<file path="config.mk">
export PLATFORM = sky130hd
export DESIGN_NAME = i2s_rx
export DESIGN_NICKNAME = d
export VERILOG_FILES = /design/src/rtl/i2s_rx.sv
export SDC_FILE = /design/constraint.sdc
export NUM_CORES = 1
export LEC_CHECK = 0
export BUFFER_PORTS_ARGS = -buffer_cell sky130_fd_sc_hd__clkbuf_2
export CORE_UTILIZATION = 45
export DETAILED_ROUTE_END_ITERATION = 7
export PLACE_DENSITY = 0.67
export SLEW_MARGIN = 0
export SYNTH_ARGS = -nofsm -noshare
export SYNTH_HDL_FRONTEND = slang
export SYNTH_SLANG_ARGS = --single-unit
</file>
<file path="constraint.sdc">
create_clock -name sclk_in -period 5.38 [get_ports sclk_in]
set_input_delay 0.269 -clock sclk_in [delete_from_list [all_inputs] [get_ports sclk_in]]
set_output_delay 0.269 -clock sclk_in [all_outputs]
set_load 0.02 [all_outputs]
</file>
<file path="src/rtl/i2s_rx.sv">
// i2s_rx: I2S serial-to-parallel receiver, single SCLK domain.
// Samples LRCK/SDATA on the rising SCLK edge and presents one left/right word
// pair per stereo frame with a one-cycle pvalid_out strobe.
// Optional build macro I2S_RX_FRAME_ERR_EN adds frame_err_out, which pulses when
// a committed slot length differs from PDATA_WIDTH.
//
// state     | meaning
// WAIT_SYNC | out of sync; waiting for a 1->0 LRCK boundary (left slot next)
// LEFT      | capturing a left slot; a rising boundary commits it
// RIGHT     | capturing a right slot; a falling boundary commits the frame
module i2s_rx #(
    parameter  int PDATA_WIDTH = 32,
    localparam int CNT_WIDTH   = $clog2(PDATA_WIDTH) + 2
) (
    input  logic                   sclk_in,
    input  logic                   rst,
    input  logic                   lrck_in,
    input  logic                   sdata_in,
    output logic [PDATA_WIDTH-1:0] pldata_out,
    output logic [PDATA_WIDTH-1:0] prdata_out,
    output logic                   pvalid_out
`ifdef I2S_RX_FRAME_ERR_EN
    ,
    output logic                   frame_err_out
`endif
);

    typedef enum logic [1:0] {
        WAIT_SYNC = 2'd0,
        LEFT      = 2'd1,
        RIGHT     = 2'd2
    } state_t;

    localparam logic [PDATA_WIDTH-1:0] MSB_MASK = {1'b1, {(PDATA_WIDTH-1){1'b0}}};
    localparam logic [CNT_WIDTH-1:0]   CNT_MAX  = '1;

    state_t                 state_q, state_d;
    logic                   lrck_d1_q;
    logic [PDATA_WIDTH-1:0] shift_q, shift_d;
    logic [CNT_WIDTH-1:0]   cnt_q, cnt_d;
    logic [PDATA_WIDTH-1:0] left_hold_q, left_hold_d;
    logic [PDATA_WIDTH-1:0] right_hold_q, right_hold_d;
    logic                   frame_pend_q, frame_pend_d;
    logic [PDATA_WIDTH-1:0] pl_q, pl_d;
    logic [PDATA_WIDTH-1:0] pr_q, pr_d;
    logic                   pvalid_q, pvalid_d;
    logic                   boundary;
    logic [PDATA_WIDTH-1:0] word_cur;
`ifdef I2S_RX_FRAME_ERR_EN
    logic                   err_pend_q, err_pend_d;
    logic                   frame_err_q;
    logic                   len_bad;
`endif

    // State and datapath registers; async reset returns to power-up state.
    always_ff @(posedge sclk_in or posedge rst) begin
        if (rst) begin
            state_q      <= WAIT_SYNC;
            lrck_d1_q    <= 1'b0;
            shift_q      <= '0;
            cnt_q        <= '0;
            left_hold_q  <= '0;
            right_hold_q <= '0;
            frame_pend_q <= 1'b0;
            pl_q         <= '0;
            pr_q         <= '0;
            pvalid_q     <= 1'b0;
        end else begin
            state_q      <= state_d;
            lrck_d1_q    <= lrck_in;
            shift_q      <= shift_d;
            cnt_q        <= cnt_d;
            left_hold_q  <= left_hold_d;
            right_hold_q <= right_hold_d;
            frame_pend_q <= frame_pend_d;
            pl_q         <= pl_d;
            pr_q         <= pr_d;
            pvalid_q     <= pvalid_d;
        end
    end

    // Next-state: capture current bit, commit on LRCK boundaries, publish one edge later.
    always_comb begin
        boundary = (lrck_in != lrck_d1_q);
        // The bit on the boundary edge still belongs to the ending slot, so the
        // committed word includes it. Bits past PDATA_WIDTH shift out of the mask.
        word_cur = shift_q | (sdata_in ? (MSB_MASK >> cnt_q) : '0);

        state_d      = state_q;
        shift_d      = word_cur;
        cnt_d        = (cnt_q == CNT_MAX) ? cnt_q : cnt_q + 1'b1;
        left_hold_d  = left_hold_q;
        right_hold_d = right_hold_q;
        frame_pend_d = 1'b0;
        pl_d         = pl_q;
        pr_d         = pr_q;
        pvalid_d     = 1'b0;

        if (frame_pend_q) begin
            pl_d     = left_hold_q;
            pr_d     = right_hold_q;
            pvalid_d = 1'b1;
        end

        // Data captured in WAIT_SYNC is harmless: the syncing boundary clears it.
        if (boundary) begin
            shift_d = '0;
            cnt_d   = '0;
            unique case (state_q)
                WAIT_SYNC: begin
                    if (!lrck_in) state_d = LEFT;
                end
                LEFT: begin
                    if (lrck_in) begin
                        left_hold_d = word_cur;
                        state_d     = RIGHT;
                    end
                end
                RIGHT: begin
                    if (!lrck_in) begin
                        right_hold_d = word_cur;
                        frame_pend_d = 1'b1;
                        state_d      = LEFT;
                    end
                end
                default: state_d = WAIT_SYNC;
            endcase
        end
    end

`ifdef I2S_RX_FRAME_ERR_EN
    // Slot length at the boundary is cnt_q+1; a saturated count is always wrong.
    always_comb begin
        len_bad    = (cnt_q != CNT_WIDTH'(PDATA_WIDTH - 1));
        err_pend_d = boundary && len_bad &&
                     (((state_q == LEFT) && lrck_in) || ((state_q == RIGHT) && !lrck_in));
    end

    // Delay the error by one edge so it lines up with the commit publish edge.
    always_ff @(posedge sclk_in or posedge rst) begin
        if (rst) begin
            err_pend_q  <= 1'b0;
            frame_err_q <= 1'b0;
        end else begin
            err_pend_q  <= err_pend_d;
            frame_err_q <= err_pend_q;
        end
    end

    assign frame_err_out = frame_err_q;
`endif

    assign pldata_out = pl_q;
    assign prdata_out = pr_q;
    assign pvalid_out = pvalid_q;

endmodule

</file>
* Word-level counts from Yosys, hierarchy flattened *
Index checks and enable logic that the tools add are counted.

word-level totals
  register bits after elaboration = 172
  bits in latches = 0
  RAM bits = 0
  ROM bits = 0
  input port bits = 4
  output and inout bits = 65
  logic and storage cells = 37
  memories = 0

cells by class
  add/subtract/negate cells = 1
  multipliers = 0
  divide/modulo/power cells = 0
  magnitude comparators = 0
  eq/ne operators = 7
  shift operators = 1
  multiplexer cells = 11
  bitwise operators = 2
  reductions and logical operators = 5

operators by type and width
  cell                                                                   number
  32-bit 2-to-1 mux                                                      2
  32-bit OR                                                              1
  32-bit by 7-bit right shift with 32-bit output (first input constant)  1
  7-bit 2-to-1 mux                                                       2
  3-bit AND reduction                                                    3
  7-bit by 1-bit adder with 7-bit output (second input constant)         1
  7-bit == test (second input constant)                                  1
  2-bit != test (second input constant)                                  3
  1-bit 2-to-1 mux                                                       4
  2-bit 2-to-1 mux                                                       2
  2-bit case mux with 2 select lines                                     1
  2-bit by 1-bit == test with 1-bit output (second input constant)       1
  2-bit == test (second input constant)                                  1
  2-bit logical NOT                                                      1
  2-bit OR reduction                                                     1
  1-bit != test                                                          1
  1-bit inverter                                                         1

* Logic depth before layout (Yosys ltp) *
Gate-level depths: netlist of run 1.

  depth after elaboration = 4
  gate-level depth with buffers = 7
  depth with buffers taken out = 5

* Worst setup path after synthesis of run 1 *
OpenSTA, ideal clock, no wires.

  path kind = register -> register
  start = register cnt_q[4]
  end = register right_hold_q[19]
  setup time = 0.078 ns
  data arrival time = 1.328 ns
  required time = 5.302 ns
  path slack = 3.974 ns
  stages on the path, launching flop included = 6
  buffers on the path = 2
  period minus slack after synthesis = 1.406 ns
  cell sequence = dfrtp_1 -> buf_6 -> nor4b_4 -> buf_6 -> a31oi_1 -> a21oi_1

on the way
  cells in the longest elaborated chain, start to end = 3

RTL lines
  element                                         line  text
  from (decl)                                     40    logic [CNT_WIDTH-1:0] cnt_q, cnt_d;
  from (signal assigned)                          72    cnt_q <= cnt_d;
  32-bit by 7-bit right shift with 32-bit output  87    word_cur = shift_q | (sdata_in ? (MSB_MASK >> cnt_q) : '0);
  32-bit 2-to-1 mux                               87
  32-bit OR                                       87
  to (signal assigned)                            74    right_hold_q <= right_hold_d;
  to (decl)                                       42    logic [PDATA_WIDTH-1:0] right_hold_q, right_hold_d;

Every way passes these cells.
A chain may end at the register's enable or synchronous reset.

* Worst setup path in the final report of run 1 *
  start = register lrck_d1_q
  end = register cnt_q[5]

on the way
  cells in the longest elaborated chain, start to end = 2
  elaborated cells on any way between the ends = 3
  classes of those cells = 2 x eq/ne; 1 x mux

RTL lines
  element                                                             line  text
  from (decl)                                                         38    logic lrck_d1_q;
  from (signal assigned)                                              70    lrck_d1_q <= lrck_in;
  1-bit != test *                                                     84    boundary = (lrck_in != lrck_d1_q);
  2-bit != test (no line) / 7-bit 2-to-1 mux (equally long branches)  n/a

Every way passes the cells marked *; elsewhere a longest branch is shown, timed or not.

==> results by group, run 1 <==
Status
  – Status: finished, final reports clean

Synth
  – Yosys reg bits: 172
  – Seq/Total Area, Yosys: 67.1%
  – Syn Nets: 516
  – Yosys warns: 0
  – Post-synth top area share: 67.1%
  – Mean post-synth cell area: 12.6 um2
  – Post-Syn Area: 6410 um2
  – Synth area leader: dfrtp_1
  – Cell variety after synth: 32
  – Top cells by area, synth: dfrtp_1 67%, mux2_2 11%, nor2_1 5.8%
  – Mapped Cells: 509

Finish
  – Fill cell total of the finished layout: 1227
  – Register area: 4310 um2
  – Fin nets: 572
  – Area occupied by multi-input gates: 1930 um2
  – Antenna Cells: 0
  – Synth-to-layout area growth: 16.4%
  – Ratio of cells with drive above 1 in the final layout: 30.1%

Detailed routing
  – Vias: 3963
  – Drc violations: 0
  – Vias/cell: 5.23
  – Overall routed net length: 11900 um
  – Wire per inst: 15.7 um
  – Drt first pass iters: 4
  – DRT iter0 DRCs: 214
  – DRT antenna net count: 0

Timing
  – Final-report setup violation count: 0
  – Slew headroom: 27.5%
  – Unrepaired setup endpoints after global routing: false
  – Fin crit period: 2.29 ns
  – Crit share post-route: 42.6%
  – Hold Violations, Final: 0
  – Final Skew: 0.00824 ns
  – Worst Tran Pin Value: 1.09 ns
  – Setup TNS: 0 ns
  – Setup WS post-layout: 3.09 ns
  – Max Freq: 436 MHz
  – Max Slew Vio Count: 0

Critical path
  – Crit path capture type: register
  – Setup CP Type: register to register
  – Critical path's slowest cell: clkinv_1
  – CP max FO: 35
  – Family with the most delay on the worst path: buffers and inverters
  – Arr. time, crit path: 2.59 ns
  – Worst Path Buf+Inv: 1
  – Crit path launch type: register
  – Critical Path, Cell by Cell: ha_1 -> clkinv_1 -> a211oi_1
  – Max incr delay on CP: 0.83 ns
  – Crit path required time: 5.67 ns

Flow run
  – Max-Cap Viols: 0

Global route
  – Number of antenna violations at the first check in global routing: 0
  – Gr ovfl total: 0
  – Global Route Usage Sum: 17.8%
  – First-pass GRT wire length: 20200 um
  – Pin count of the biggest net entering global routing: 66
  – Number of global-route vias before repair: 4026

Pwr
  – Cell area power density: 598 nW/um2
  – Maximum vdd drop: 0.279 mV
  – Static leakage: 0.00349 uW

Floorplan
  – Io pins: 69
  – Starting Density: 46.2%
  – Die Y: 121 um
  – Placement Rows: 43
  – Die area: 14700 um2
  – Core ar.: 13900 um2
  – Die Wd: 121 um

CTS
  – TritonCTS Buffers: 17
  – CTS tree: done
  – CTS root buf: clkbuf_16
  – Postcts setup bufs: 0
  – Clock buffer depth: 2
  – Clk sinks: 172
  – Hold_buf cts: 1
  – H-tree levels: 4
  – Clk_lat worst skew: 0.42 ns
  – Resize count post-CTS: 0
  – Reg clk slew, reported paths: 0.06 ns

Placement
  – Routability cong.: 0.767
  – IO Port Bufs: 68
  – Dpl ws: 2.98 ns
  – Post-DP HPWL: 7440 um

Hold path
  – Hold Crit Class: input pin to register
## power by group
| part | internal (uW) | total [uW] | switching [uW] |
|---|---|---|---|
| combinational | 492 | 1170 | 680 |
| clock | 734 | 1210 | 479 |
| sequential | 1790 | 2080 | 285 |
## metal layers
metal | vias up | GRT usage [%] | share of wire (%)
li1 | 1876 | - | -
met2 | 78 | 28.7 | 50
met4 | 0 | 5.48 | 1.1
met3 | 13 | 4.98 | 4.5
met5 | - | 0 | 0
met1 | 1996 | 23.4 | 44
## through the flow
| step | instances | area, um2 | total power, uW | hold WS, ns | util (%) |
|---|---|---|---|---|---|
| 6_report | 758 | 7460 | 4460 | 0.0308 | 53.8 |
| 5_1_grt | 758 | 7460 | 4740 | 0.0193 | 53.8 |
| 4_1_cts | 758 | 7460 | 4520 | 0.0166 | 53.8 |
| 3_5_place_dp | 725 | 6850 | 3290 | 0.343 | 49.4 |
| 3_3_place_gp | 725 | 6850 | 3230 | 0.330 | 49.4 |
| 2_1_floorplan | 509 | 6410 | 2860 | 0.300 | - |
## final cells by class
class                   instances  share of cell area [%]
flip-flops and latches        172                    57.7
multi-input cells             297                    25.9
clock buffers                  23                    6.54
repair buffers                 73                    5.10
well taps                     180                    3.02
clock inverters                 9                    1.48
inverters                       4                   0.268
## logic make-up after synthesis
family          synth area share [%]
mux                             11.6
buf+inv                         2.85
flops                           67.1
simple gates                    8.06
compound gates                  9.82
fa+ha+maj                      0.586
## registers in the layout, indices dropped and copies added (netlist names)
name,count
cnt_q,7
frame_pend_q,1
left_hold_q,32
lrck_d1_q,1
pldata_out,32
prdata_out,32
pvalid_out,1
right_hold_q,32
shift_q,32
state_q,2
## cell usage in the layout (no fill, tap or decap), drive strengths merged
master | synthesis | final
dfrtp | 172 | 172
nor2 | 99 | 99
clkbuf | 21 | 91
a21oi | 67 | 67
mux2 | 64 | 64
a31oi | 28 | 28
a41oi | 6 | 6
nor2b | 4 | 4
buf | 15 | 4
inv | 3 | 4
clkinv | 1 | 4
nand2 | 3 | 3
nand2b | 3 | 3
o21ai | 3 | 3
a211oi | 3 | 3
ha | 3 | 3
clkinvlp | 0 | 3
and3b | 2 | 2
and3 | 2 | 2
mux2i | 2 | 2
bufinv | 0 | 2
nor4bb | 1 | 1
and4 | 1 | 1
and2 | 1 | 1
nor4b | 1 | 1
nand4 | 1 | 1
nor3 | 1 | 1
a21o | 1 | 1
a22o | 1 | 1
dlygate4sd3 | 0 | 1
## final timing paths
path                             start              to  slack [ns]  cells past startpoint
setup / recovery             lrck_d1_q        cnt_q[5]        3.09                      3
hold / removal                 lrck_in       lrck_d1_q        0.03                      1
setup reg to reg             lrck_d1_q        cnt_q[5]        3.09                      3
hold reg to reg            shift_q[20]     shift_q[20]        0.50                      2
max in group asynchronous          rst  prdata_out[29]        3.81                      4
min in group asynchronous          rst  pldata_out[10]        0.44                      3
## cell usage after synthesis
library cell and n:
nor4bb_1 1, buf_6 2, ha_1 3, mux2_2 64, a21oi_1 67, and2_1 1, a22o_1 1, buf_4 1
nor2_1 99, a31oi_1 26, inv_1 3, clkbuf_2 1, buf_1 2, a41oi_1 6, o21ai_0 3, clkinv_1 1
nand2b_1 3, a21o_1 1, and3_1 2, nand2_1 3, and3b_1 2, nor2b_1 4, mux2i_1 2, nor3_1 1
clkbuf_1 20, dfrtp_1 172, buf_2 10, nor4b_4 1, and4_1 1, a31oi_2 2, nand4_1 1, a211oi_1 3
Note: power is estimated with default switching activity, not from simulation.
==> run 2: changes to the inputs <==
clock period = 2.4 ns   (was 5.38 ns; I/O delays follow)
==> results by group, run 2 (synthesized netlist as in run 1, its figures left out) <==
Detailed routing
  – Overall routed net length: 12400 um (was 11900 um)
  – Wire per inst: 16.2 um (was 15.7 um)
  – Vias/cell: 5.35 (was 5.23)
  – Vias: 4110 (was 3963)
  – WL met3: 469 um (was 531 um)
  – Top Layer Used: met4 (unchanged)
  – DRT iter0 DRCs: 184 (was 214)
  – Drt first pass iters: 6 (was 4)
  – Drc violations: 0 (unchanged)
  – Met1 Wirelength: 5650 um (was 5260 um)
  – DRT antenna net count: 0 (unchanged)
  – WL met2: 6110 um (was 5980 um)

Pwr
  – Clk pwr share: 27.4% (was 27.2%)
  – Sequential share of power: 46.2% (was 46.5%)
  – Maximum vdd drop: 0.534 mV (was 0.279 mV)
  – Internal: 6770 uW (was 3020 uW)
  – Switch Pwr: 3310 uW (was 1440 uW)
  – Cell area power density: 1330 nW/um2 (was 598 nW/um2)
  – Logic pwr share: 26.4% (was 26.3%)
  – Switch share: 32.8% (was 32.4%)
  – Static leakage: 0.00355 uW (was 0.00349 uW)

Placement
  – IO Port Bufs: 68 (unchanged)
  – Post-DP HPWL: 8150 um (was 7440 um)
  – Dpl cell area: 6960 um2 (was 6850 um2)
  – Routability cong.: 0.806 (was 0.767)

Floorplan
  – Io pins: 69 (unchanged)
  – Core ar.: 13900 um2 (unchanged)
  – Starting Density: 46.2% (unchanged)
  – Die Y: 121 um (unchanged)
  – Die Wd: 121 um (unchanged)
  – Die area: 14700 um2 (unchanged)
  – Placement Rows: 43 (unchanged)

Timing
  – Slew headroom: 51.8% (was 27.5%)
  – Worst Tran Pin Value: 0.721 ns (was 1.09 ns)
  – Hold Violations, Final: 0 (unchanged)
  – Setup TNS: 0 ns (unchanged)
  – Hold slack: 0.135 ns (was 0.0308 ns)
  – Crit share post-route: 76.1% (was 42.6%)
  – Max Freq: 547 MHz (was 436 MHz)
  – Final Skew: 0.00901 ns (was 0.00824 ns)
  – Unrepaired setup endpoints after global routing: false (unchanged)
  – Fin crit period: 1.83 ns (was 2.29 ns)
  – Final-report setup violation count: 0 (unchanged)
  – Max Slew Vio Count: 0 (unchanged)

CTS
  – Clk_lat worst skew: 0.42 ns (about the same)
  – CTS root buf: clkbuf_16 (unchanged)
  – CTS tree: done (unchanged)
  – H-tree levels: 4 (unchanged)
  – Reg clk slew, reported paths: 0.06 ns (about the same)
  – TritonCTS Buffers: 17 (unchanged)
  – Postcts setup bufs: 0 (unchanged)
  – Clk sinks: 172 (unchanged)
  – Hold_buf cts: 2 (was 1)
  – Clock buffer depth: 2 (unchanged)
  – Resize count post-CTS: 0 (unchanged)

Finish
  – Area occupied by multi-input gates: 1930 um2 (unchanged)
  – Fill cell total of the finished layout: 1198 (was 1227)
  – Register area: 4310 um2 (unchanged)
  – Most common cell after layout, fill and taps aside: dfrtp_1 (unchanged)
  – Ratio of cells with drive above 1 in the final layout: 31.5% (was 30.1%)
  – Synth-to-layout area growth: 18.2% (was 16.4%)
  – Most frequent cells in the layout: 171 x dfrtp_1, 99 x nor2_1, 68 x clkbuf_2 (unchanged)
  – Fin nets: 582 (was 572)
  – Finished Cell Area: 7580 um2 (was 7460 um2)
  – Antenna Cells: 0 (unchanged)

Critical path
  – Max incr delay on CP: 0.59 ns (was 0.83 ns)
  – Crit path required time: 2.72 ns (was 5.67 ns)
  – Reg2Reg Setup Slack: 0.57 ns (was 3.09 ns)
  – FF-to-FF Start: cnt_q[1] (was lrck_d1_q)
  – Critical path's slowest cell: dfrtp_1 (was clkinv_1)
  – Critical Path, Cell by Cell: ha_1 -> and3_1 -> nand4_1 -> a211oi_1 (was ha_1 -> clkinv_1 -> a211oi_1)
  – Arr. time, crit path: 2.15 ns (was 2.59 ns)
  – Crit path launch type: register (unchanged)
  – Setup CP Type: register to register (unchanged)
  – Crit path capture type: register (unchanged)
  – R2R depth: 4 (was 3)
  – RR Endpoint: cnt_q[5] (unchanged)
  – CP max FO: 13 (was 35)

Global route
  – Global Route Usage Sum: 18.4% (was 17.8%)
  – First-pass GRT wire length: 20800 um (was 20200 um)
  – Gr ovfl total: 0 (unchanged)
  – Number of global-route vias before repair: 4084 (was 4026)
  – Number of antenna violations at the first check in global routing: 0 (unchanged)
  – Pin count of the biggest net entering global routing: 75 (was 66)

Status
  – Status: finished, final reports clean (unchanged)

Hold path
  – Hold Crit Class: input pin to async pin (was input pin to register)

Flow run
  – Max-Cap Viols: 0 (unchanged)
-- run 2: cell count changes in the layout (fill, tap and decap cells not counted), sizes merged --
cell,delta
clkinv,+2
buf,+9
dlygate4sd3,+1
inv,+1
clkbuf,-3
-- run 2: how the worst max path moves through the flow --
| stage | from | end | slack [ns] | depth (start not counted) |
|---|---|---|---|---|
| floorplan | rst | cnt_q[0] | 0.08 | 1 |
| global placement | cnt_q[0] | right_hold_q[27] | 0.75 | 3 |
| detailed placement | cnt_q[0] | cnt_q[5] | 0.61 | 4 |
| CTS | cnt_q[0] | cnt_q[5] | 0.59 | 4 |
| global route | cnt_q[0] | cnt_q[5] | 0.41 | 4 |
| finish | cnt_q[1] | cnt_q[5] | 0.57 | 4 |
-- run 2: layout make-up --
type / count / area share (%)
Timing Repair Buffer: 83 / 6.54
Inverter: 4 / 0.248
Multi-Input combinational cell: 297 / 25.5
Sequential cell: 172 / 56.8
Tap cell: 180 / 2.97
Clock inverter: 12 / 1.80
Clock buffer: 20 / 6.16
-- run 2: worst max-delay path, delay by kind of cell, from the launching register on --
kind	cells	cell delay, ns
DFF	1	0.59
and+or+nand+nor	2	0.54
AOI/OAI and AO/OA	1	0.33
adders and majority gates	1	0.26
-- run 2: power by group through the flow --
stage	Clock, uW	Sequential, uW	Combinational, uW
final	2760	4650	2660
after global routing	2920	4820	2930
after CTS	2820	4680	2710
after detailed placement	0	4720	2690
after global placement	0	4670	2610
after floorplan	0	5190	1230
-- run 2: routing by layer --
layer	up-vias	track usage [%]
met1	2112	24.9
met4	0	7.18
met5	-	0
li1	1898	-
met2	84	28.8
met3	16	4.28
-- run 2: stage by stage --
| stage | worst slack (ns) | util, % | power [uW] | cells |
|---|---|---|---|---|
| after global routing | 0.406 | 54.6 | 10700 | 768 |
| after CTS | 0.588 | 54.6 | 10200 | 768 |
| after floorplan | 0.0833 | - | 6420 | 509 |
| final | 0.573 | 54.6 | 10100 | 768 |
| after global placement | 0.752 | 50.1 | 7290 | 734 |
| after detailed placement | 0.609 | 50.1 | 7410 | 734 |
==> run 3: changes to the inputs <==
clock period = 1.8 ns   (was 2.4 ns; I/O delays follow)
==> results by group, run 3 (synthesized netlist as in run 1, its figures left out) <==
Critical path
  – Arr. time, crit path: 2.04 ns (was 2.15 ns)
  – Reg2Reg Setup Slack: 0.10 ns (was 0.57 ns)
  – Critical path's slowest cell: dfrtp_1 (unchanged)
  – RR Endpoint: right_hold_q[28] (was cnt_q[5])
  – CP max FO: 14 (was 13)
  – FF-to-FF Start: cnt_q[4] (was cnt_q[1])
  – Crit path capture type: register (unchanged)
  – Setup CP Type: register to register (unchanged)
  – Critical Path, Cell by Cell: nor4b_4 -> buf_12 -> a41oi_1 -> a21oi_1 (was ha_1 -> and3_1 -> nand4_1 -> a211oi_1)
  – R2R depth: 4 (unchanged)
  – Crit path launch type: register (unchanged)
  – Crit path required time: 2.14 ns (was 2.72 ns)
  – Max incr delay on CP: 0.47 ns (was 0.59 ns)

CTS
  – CTS tree: done (unchanged)
  – Reg clk slew, reported paths: 0.06 ns (about the same)
  – Clk sinks: 172 (unchanged)
  – Clk_lat worst skew: 0.42 ns (about the same)
  – CTS root buf: clkbuf_16 (unchanged)
  – H-tree levels: 4 (unchanged)
  – Postcts setup bufs: 0 (unchanged)
  – TritonCTS Buffers: 17 (unchanged)
  – Clock buffer depth: 2 (unchanged)

Detailed routing
  – Drt first pass iters: 7 (was 6)
  – Wire per inst: 16.4 um (was 16.2 um)
  – Drc violations: 0 (unchanged)
  – Vias/cell: 5.27 (was 5.35)
  – Vias: 4071 (was 4110)
  – DRT iter0 DRCs: 295 (was 184)
  – Overall routed net length: 12700 um (was 12400 um)
  – DRT antenna net count: 0 (unchanged)

Floorplan
  – Die Wd: 121 um (unchanged)
  – Placement Rows: 43 (unchanged)
  – Die area: 14700 um2 (unchanged)
  – Die Y: 121 um (unchanged)
  – Io pins: 69 (unchanged)
  – Starting Density: 46.2% (unchanged)
  – Core ar.: 13900 um2 (unchanged)

Placement
  – Routability cong.: 0.792 (was 0.806)
  – Dpl cell area: 7070 um2 (was 6960 um2)
  – DP Cell Count: 740 (was 734)
  – Dpl ws: 0.0721 ns (was 0.609 ns)
  – IO Port Bufs: 68 (unchanged)
  – Post-DP HPWL: 8130 um (was 8150 um)

Finish
  – Antenna Cells: 0 (unchanged)
  – Most frequent cells in the layout: 171 x dfrtp_1, 98 x nor2_1, 68 x clkbuf_2 (was 171 x dfrtp_1, 99 x nor2_1, 68 x clkbuf_2)
  – Fin nets: 588 (was 582)
  – Synth-to-layout area growth: 20.2% (was 18.2%)
  – Ratio of cells with drive above 1 in the final layout: 32.0% (was 31.5%)
  – Finished Cell Area: 7700 um2 (was 7580 um2)
  – Post-Layout Cell Count: 773 (was 768)
  – Most common cell after layout, fill and taps aside: dfrtp_1 (unchanged)

Hold path
  – Worst hold stages: 4
  – Endpoint, Worst Hold: shift_q[31]
  – Hold path start: sdata_in
  – Hold Crit Class: input pin to register (was input pin to async pin)

Timing
  – Worst Tran Pin Value: 0.712 ns (was 0.721 ns)
  – Setup TNS: 0 ns (unchanged)
  – Max Freq: 589 MHz (was 547 MHz)
  – Final Skew: 0.00648 ns (was 0.00901 ns)
  – Crit share post-route: 94.3% (was 76.1%)
  – Final-report setup violation count: 0 (unchanged)
  – Setup WS post-layout: 0.103 ns (was 0.573 ns)
  – Slew headroom: 52.4% (was 51.8%)
  – Fin crit period: 1.70 ns (was 1.83 ns)
  – Unrepaired setup endpoints after global routing: false (unchanged)
  – Hold Violations, Final: 0 (unchanged)
  – Max Slew Vio Count: 0 (unchanged)

Global route
  – Global Route Usage Sum: 18.8% (was 18.4%)
  – Gr ovfl total: 0 (unchanged)
  – Number of antenna violations at the first check in global routing: 0 (unchanged)
  – Number of global-route vias before repair: 4155 (was 4084)
  – First-pass GRT wire length: 21000 um (was 20800 um)
  – Pin count of the biggest net entering global routing: 55 (was 75)

Pwr
  – Switch share: 31.7% (was 32.8%)
  – Logic pwr share: 26.7% (was 26.4%)
  – Maximum vdd drop: 0.818 mV (was 0.534 mV)
  – Static leakage: 0.00361 uW (was 0.00355 uW)
  – Internal: 9290 uW (was 6770 uW)
  – Clk pwr share: 27.6% (was 27.4%)
  – Switch Pwr: 4320 uW (was 3310 uW)
  – Cell area power density: 1770 nW/um2 (was 1330 nW/um2)
  – Sequential share of power: 45.7% (was 46.2%)

Flow run
  – Max-Cap Viols: 0 (unchanged)

Status
  – Status: finished, final reports clean (unchanged)
## run 3: cell count changes in the layout (fill, tap and decap cells not counted), moves of 2 or more
cell / change
nor2b_2: +3
nor2b_1: -3
bufinv_16: +2
clkbuf_1: +4
clkinvlp_4: -2
buf_12: +5
inv_6: -2
clkinv_4: -2
## run 3: routing by layer
| layer | up-vias | GRT usage, % | wire (um) |
|---|---|---|---|
| li1 | 1909 | - | - |
| met1 | 2057 | 24.6 | 5690 |
| met2 | 88 | 29.7 | 6300 |
| met3 | 17 | 4.14 | 454 |
| met4 | 0 | 8.80 | 223 |
| met5 | - | 0 | 0 |
## run 3: worst max-delay path by stage
| stage | slack (ns) | cells after the start | endpoint | startpoint |
|---|---|---|---|---|
| finish | 0.10 | 4 | right_hold_q[28] | cnt_q[4] |
| global placement | 0.13 | 3 | right_hold_q[28] | cnt_q[2] |
| detailed placement | 0.07 | 3 | right_hold_q[14] | cnt_q[0] |
| global route | 0.02 | 4 | cnt_q[5] | cnt_q[0] |
| floorplan | -0.49 | 1 | cnt_q[0] | rst |
| CTS | 0.08 | 3 | right_hold_q[28] | cnt_q[2] |
## run 3: per-stage QoR
| stage | hold slack, ns | utilization, % | total power, uW |
|---|---|---|---|
| 3_3_place_gp | 0.200 | 50.9 | 9800 |
| 4_1_cts | 0.228 | 55.4 | 13800 |
| 3_5_place_dp | 0.201 | 50.9 | 9930 |
| 5_1_grt | 0.257 | 55.5 | 14400 |
| 2_1_floorplan | 0.121 | - | 8560 |
| 6_report | 0.233 | 55.5 | 13600 |
## run 3: power by group through the flow
stage          combinational [uW]  clock [uW]  sequential [uW]
2_1_floorplan                1630           0             6920
3_3_place_gp                 3570           0             6240
3_5_place_dp                 3640           0             6290
4_1_cts                      3690        3830             6240
5_1_grt                      4000        3990             6410
6_report                     3640        3760             6220
## run 3: worst max-delay path: cells and delay by family, from the launching register on
| family | cells | cell delay [ns] |
|---|---|---|
| compound gates | 2 | 0.48 |
| flops | 1 | 0.47 |
| buf+inv | 1 | 0.20 |
| simple gates | 1 | 0.47 |
## run 3: area by class of cell
cell class,instances,area (um2)
sequential,172,4310
fill,1169,6180
multi-input combinational,297,1940
timing repair buffer,89,603
clock buffer,23,468
inverter,4,18.8
tap,180,225
clock inverter,8,140
## run 3: repair_timing
action,CTS,global route
gates resized for setup,1,3
setup endpoints to repair,3,8
endpoints found under the hold margin,26,0
hold buffers,2,0
